[config.mk]
export PLATFORM = sky130hd
export DESIGN_NAME = fp_rf_wb_buffer
export DESIGN_NICKNAME = d
export VERILOG_FILES = /design/src/rtl/len5_pkg.sv /design/src/rtl/fp_rf_wb_buffer.sv
export SDC_FILE = /design/constraint.sdc
export NUM_CORES = 1
export LEC_CHECK = 0
export CORE_ASPECT_RATIO = 0.7
export CORE_MARGIN = 2
export CORE_UTILIZATION = 25
export DETAILED_ROUTE_END_ITERATION = 8
export GPL_TIMING_DRIVEN = 0
export PLACE_DENSITY = 0.48
export RECOVER_POWER = 50
export SLEW_MARGIN = 10
export SYNTH_ARGS = -nofsm -noshare
export SYNTH_HDL_FRONTEND = slang
export SYNTH_SLANG_ARGS = --single-unit
[constraint.sdc]
create_clock -name clk_i -period 4 [get_ports clk_i]
set_input_delay 0.6 -clock clk_i [delete_from_list [all_inputs] [get_ports clk_i]]
set_output_delay 0.6 -clock clk_i [all_outputs]
set_load 0.01 [all_outputs]
[src/rtl/len5_pkg.sv]
// Shared widths for the FP datapath of the LEN5 core.
// Pure constants; no logic.
package len5_pkg;
    localparam int unsigned FREG_IDX_LEN = 5;
    localparam int unsigned FLEN         = 64;
endpackage

[src/rtl/fp_rf_wb_buffer.sv]
// In-order write-back FIFO between FP commit and the FP register file write port, with 3-port bypass.
// Latency: a result accepted at edge E is on rf_* and visible to bypass in the cycle after E.
// Backpressure: comm_ready_o drops when full (no pass-through); rf_ready_i low holds the head stable.
module fp_rf_wb_buffer
    import len5_pkg::*;
#(
    parameter int unsigned DEPTH = 4
) (
    input  logic                    clk_i,
    input  logic                    rst_ni,

    input  logic                    comm_valid_i,
    output logic                    comm_ready_o,
    input  logic [FREG_IDX_LEN-1:0] comm_rd_idx_i,
    input  logic [FLEN-1:0]         comm_rd_value_i,

    output logic                    rf_valid_o,
    input  logic                    rf_ready_i,
    output logic [FREG_IDX_LEN-1:0] rf_rd_idx_o,
    output logic [FLEN-1:0]         rf_rd_value_o,

    input  logic [FREG_IDX_LEN-1:0] issue_rs1_idx_i,
    output logic                    issue_rs1_hit_o,
    output logic [FLEN-1:0]         issue_rs1_value_o,
    input  logic [FREG_IDX_LEN-1:0] issue_rs2_idx_i,
    output logic                    issue_rs2_hit_o,
    output logic [FLEN-1:0]         issue_rs2_value_o,
    input  logic [FREG_IDX_LEN-1:0] issue_rs3_idx_i,
    output logic                    issue_rs3_hit_o,
    output logic [FLEN-1:0]         issue_rs3_value_o,

    output logic                    empty_o
);

    localparam int PW = $clog2(DEPTH);
    localparam int CW = PW + 1;

    logic [PW-1:0]           head_q;
    logic [PW-1:0]           tail_q;
    logic [CW-1:0]           count_q;
    logic [FREG_IDX_LEN-1:0] idx_q [DEPTH];
    logic [FLEN-1:0]         val_q [DEPTH];

    logic enq;
    logic deq;

    assign comm_ready_o = (count_q != CW'(DEPTH));
    assign rf_valid_o   = (count_q != '0);
    assign empty_o      = (count_q == '0);

    assign enq = comm_valid_i && comm_ready_o;
    assign deq = rf_valid_o && rf_ready_i;

    // Head is gated by count so stale storage never leaks out when empty.
    assign rf_rd_idx_o   = rf_valid_o ? idx_q[head_q] : '0;
    assign rf_rd_value_o = rf_valid_o ? val_q[head_q] : '0;

    always_ff @(posedge clk_i or negedge rst_ni) begin
        if (!rst_ni) begin
            head_q  <= '0;
            tail_q  <= '0;
            count_q <= '0;
        end else begin
            if (enq) tail_q <= tail_q + 1'b1;
            if (deq) head_q <= head_q + 1'b1;
            count_q <= count_q + CW'(enq) - CW'(deq);
        end
    end

    always_ff @(posedge clk_i) begin
        if (enq) begin
            idx_q[tail_q] <= comm_rd_idx_i;
            val_q[tail_q] <= comm_rd_value_i;
        end
    end

    logic [FREG_IDX_LEN-1:0] rs_idx [3];
    logic                    rs_hit [3];
    logic [FLEN-1:0]         rs_val [3];

    assign rs_idx[0] = issue_rs1_idx_i;
    assign rs_idx[1] = issue_rs2_idx_i;
    assign rs_idx[2] = issue_rs3_idx_i;

    // Walk from head (oldest) towards tail so later matches overwrite: youngest wins across wrap.
    always_comb begin
        for (int p = 0; p < 3; p++) begin
            rs_hit[p] = 1'b0;
            rs_val[p] = '0;
            for (int i = 0; i < int'(DEPTH); i++) begin
                if ((CW'(i) < count_q) && (idx_q[head_q + PW'(i)] == rs_idx[p])) begin
                    rs_hit[p] = 1'b1;
                    rs_val[p] = val_q[head_q + PW'(i)];
                end
            end
        end
    end

    assign issue_rs1_hit_o   = rs_hit[0];
    assign issue_rs1_value_o = rs_val[0];
    assign issue_rs2_hit_o   = rs_hit[1];
    assign issue_rs2_value_o = rs_val[1];
    assign issue_rs3_hit_o   = rs_hit[2];
    assign issue_rs3_value_o = rs_val[2];

endmodule

==> impl_summary.log <==
INFO  metric run_status = complete, but fails checks
INFO  metric clock_skew = approximately 37 ps
INFO  metric globalRoute.totalOverflow = 0
INFO  metric maxClockFrequency = 0.228 GHz
INFO  metric count_of_flip_flops_with_a_built_in_enable_after_synthesis = roughly 280
INFO  metric drt-initial-drc-count = a little under 3000
INFO  metric ys_seq_area_frac = 0.388
INFO  metric via_count_of_the_first_global_routing_pass = between 20000 and 25000
INFO  metric routed_length_per_instance = around 31 um
INFO  metric violations = negative setup slack
INFO  metric finalNetCount = 2834
INFO  metric post_synth_instance_area = ~22000 um2
INFO  metric drive_above_1_share = 0.403
INFO  metric tritoncts_buffer_count = 37
INFO  metric postSynthNetCount = ~2300
INFO  metric synth_top_cell_by_area = sky130_fd_sc_hd__edfxtp_1
INFO  metric timing.critical_path.fanout_max = 9
INFO  metric p_int = between 10000 and 15000 uW
INFO  metric crit_type = flop to output port
INFO  metric design.core.area = roughly 86000 um2
INFO  metric switching_share = 0.496
INFO  metric route.vias.total = ~23000
INFO  metric detailedRoute.firstPassIterationCount = 8
INFO  metric place.port_buffers = 343
INFO  metric hold_path_class = input port to async pin
INFO  metric num_rows = 90
INFO  metric ys_top_cells_by_area = sky130_fd_sc_hd__edfxtp_1 (38%), sky130_fd_sc_hd__mux2i_1 (11%), sky130_fd_sc_hd__a21oi_1 (7.1%), sky130_fd_sc_hd__mux2_2 (5.4%), sky130_fd_sc_hd__nor2_1 (4.9%)
INFO  metric path_clk_slew = 60 ps
INFO  metric synthMostInstantiatedCell = sky130_fd_sc_hd__a21oi_1
INFO  metric tritoncts = built
INFO  metric required = 3400 ps
INFO  metric maxCapViolations = 0
INFO  metric cts_num_sinks = 283
INFO  metric clk_lat_worst_skew = between 500 and 600 ps
INFO  metric cp-start-kind = flop
INFO  metric route.final.wire_length = about 120 mm
INFO  metric critPathArrivalTime = roughly 3800 ps
INFO  metric async_flop_share = 0.0247
INFO  metric drtAntennaViolNets = 0
INFO  metric cts_max_path_buffers = 3
INFO  metric gp_congestion = 0.926
INFO  metric slew-limit-headroom = 0.214
INFO  metric shortest_period_the_worst_path_allows = around 4400 ps
INFO  metric clk_root_buffer_cell = sky130_fd_sc_hd__clkbuf_16
INFO  metric grt_setup_unrepaired = yes
INFO  metric initial_antenna_violation_count = 28
INFO  metric peakVddDrop = approximately 380 uV
INFO  metric syn_warnings = 0
INFO  metric fin_ws = -386 ps
INFO  metric synthTopCellsByCount = sky130_fd_sc_hd__a21oi_1 (309), sky130_fd_sc_hd__nor2_1 (282), sky130_fd_sc_hd__edfxtp_1 (276), sky130_fd_sc_hd__mux2i_1 (243), sky130_fd_sc_hd__nand2_1 (107)
INFO  metric total_power = approximately 29000 uW
INFO  metric pin_count_of_the_biggest_net_entering_global_routing = 39
INFO  metric ios = about 360
INFO  metric cell_leakage_power = around 0.012 uW
INFO  metric max_h_tree_level = 2
INFO  metric filler_cell_count = between 8000 and 9000
INFO  metric power_switching = 14200 uW
INFO  metric dpl.hpwl = a little over 80 mm
INFO  metric grt_usage = 0.250
INFO  metric netlist_instances = approximately 2200
INFO  metric timing.final.setup_violations = around 240
INFO  metric synth_cell_types = 63
INFO  metric postSynthRegisterBits = 283
INFO  metric detail_route.vias_per_cell = 5.75
INFO  metric grt_pass1_wl = around 160 mm
INFO  metric timing_max_transition_violations_final = 0
INFO  metric die_x = approximately 360 um
INFO  metric cellPowerDensity = between 800 and 900 nW/um2
INFO  metric die_height = about 250 um
INFO  metric ys.flop_type = sky130_fd_sc_hd__edfxtp_1
INFO  metric dpl.cell_count = around 3700
INFO  metric die_area = 89700 um2
INFO  metric initial_core_util = 0.253
INFO  metric critical_path.endpoint_type = output port
INFO  metric layoutNonFillerInstCount = slightly below 4000
INFO  metric drc = 0
INFO  metric seq_power_share = 0.149
INFO  metric worst_slew_pin_slew = roughly 1200 ps
INFO  metric mapped_avg_cell_area = around 10 um2
INFO  metric finalHoldViolCount = 0
INFO  metric areaGrowthSynthToFinish = 49.6%
INFO  metric power_frac_clock = 0.114
INFO  metric comb_power_share = 0.738
INFO  metric fin_crit_sh = 1.10
INFO  metric synth_largest_type_area_fraction = 0.380
-- worst max-delay path: stages (launching register included) --
cell                        delay, ps
sky130_fd_sc_hd__dfrtp_2          490
sky130_fd_sc_hd__buf_12           170
sky130_fd_sc_hd__mux4_2           580
sky130_fd_sc_hd__xor2_1           180
sky130_fd_sc_hd__a221oi_1         230
sky130_fd_sc_hd__nand4_1          140
sky130_fd_sc_hd__buf_6            170
sky130_fd_sc_hd__buf_4            150
sky130_fd_sc_hd__nand2_2          110
sky130_fd_sc_hd__nand2_8          110
sky130_fd_sc_hd__buf_12           170
sky130_fd_sc_hd__clkbuf_16        150
sky130_fd_sc_hd__buf_12           150
sky130_fd_sc_hd__o21ai_4          230
sky130_fd_sc_hd__buf_6            150
-- cells by family (layout without fill, tap and decap cells) --
kind of cell | count (synthesis) | after routing | synth area share
AO/OA/AOI/OAI | 695 | 695 | 0.194
XOR/XNOR | 67 | 67 | 0.0276
adder cells (fa/ha/maj) | 9 | 9 | 0.00551
buffers and inverters | 220 | 767 | 0.0552
flip-flops | 283 | 283 | 0.388
multiplexers | 399 | 399 | 0.218
other | 0 | 10 | 0
AND/OR/NAND/NOR | 544 | 545 | 0.111
-- power groups by stage --
stage	Combinational, uW	Clock (uW)	Sequential, uW
floorplan	9540	0	4200
global placement	17000	0	4340
detailed placement	17200	0	4260
CTS	19000	3280	4220
global route	21900	3380	4300
finish	21100	3250	4250
-- metrics by stage --
step / util / cell area (um2) / setup WS [ps] / hold slack, ps / setup TNS (ps)
after CTS: 0.354 / 30500 / -390 / 275 / -59050
after floorplan: - / 21800 / 835 / 304 / 0
after global placement: 0.309 / 26700 / -1620 / 513 / -653320
after detailed placement: 0.311 / 26900 / -1590 / 526 / -259420
after global routing: 0.378 / 32600 / -417 / 376 / -57500
final: 0.379 / 32600 / -386 / 360 / -42470
-- sequential cells by signal (all words and copies together) (netlist names) --
name / flops
idx_q: 20
val_q: 256
count_q: 3
head_q: 2
tail_q: 2
-- area by class of cell --
type	instances	area [um2]	area share
diodes	10	25.0	0.000766
plain buffers	198	2250	0.0691
clock buffers	50	996	0.0305
clock inverters	17	138	0.00422
inverters	19	83.8	0.00257
multi-input cells	1715	14800	0.452
flip-flops and latches	283	8460	0.259
well taps	1150	1440	0.0441
repair buffers	483	4480	0.137
-- routing by layer --
layer  part of all wire  global-route usage  routed length (um)  vias to the layer above
li1                   -                   -                   -                     9390
met1               0.41               0.334               49900                    11400
met2               0.44               0.383               52800                     1494
met3               0.11              0.0772               13700                      303
met4              0.034              0.0761                4110                       20
met5             0.0010                   0                 125                        -
-- placed cells by master (no fill, tap or decap), types with 49 or more instances in the layout --
| cell type | count |
|---|---|
| sky130_fd_sc_hd__clkbuf_16 | 55 |
| sky130_fd_sc_hd__mux2i_1 | 214 |
| sky130_fd_sc_hd__nor2_1 | 270 |
| sky130_fd_sc_hd__edfxtp_1 | 276 |
| sky130_fd_sc_hd__a21oi_2 | 142 |
| sky130_fd_sc_hd__a21oi_1 | 172 |
| sky130_fd_sc_hd__buf_6 | 65 |
| sky130_fd_sc_hd__dlygate4sd3_1 | 70 |
| sky130_fd_sc_hd__buf_4 | 132 |
| sky130_fd_sc_hd__clkdlybuf4s50_1 | 77 |
| sky130_fd_sc_hd__nand2_1 | 100 |
| sky130_fd_sc_hd__a22oi_1 | 57 |
| sky130_fd_sc_hd__buf_2 | 100 |
| sky130_fd_sc_hd__mux2_2 | 104 |
| sky130_fd_sc_hd__dlygate4sd2_1 | 51 |
| sky130_fd_sc_hd__and2_1 | 60 |
| sky130_fd_sc_hd__mux4_2 | 49 |
-- final timing paths --
path                                       start                     to  slack, ps  cells after the start
setup / recovery           head_q[0]$_DFFE_PN0P_  issue_rs1_value_o[20]       -390                     14
hold reg to reg             count_q[0]$_DFF_PN0_   count_q[0]$_DFF_PN0_        550                      1
setup reg to reg            count_q[2]$_DFF_PN0_   count_q[1]$_DFF_PN0_       1150                      8
max in group asynchronous                 rst_ni  head_q[0]$_DFFE_PN0P_       3360                      1
hold / removal                            rst_ni  head_q[1]$_DFFE_PN0P_        360                      1
min in group clk_i          count_q[0]$_DFF_PN0_   count_q[0]$_DFF_PN0_        550                      1
-- repair_timing --
action,CTS,global route
cloned,2,16
gates resized for setup,1009,659
hold buffers,0,0
setup endpoints to repair,265,258
setup buffers,48,69
pin swaps,75,119
(Power assumes the default switching activity.)
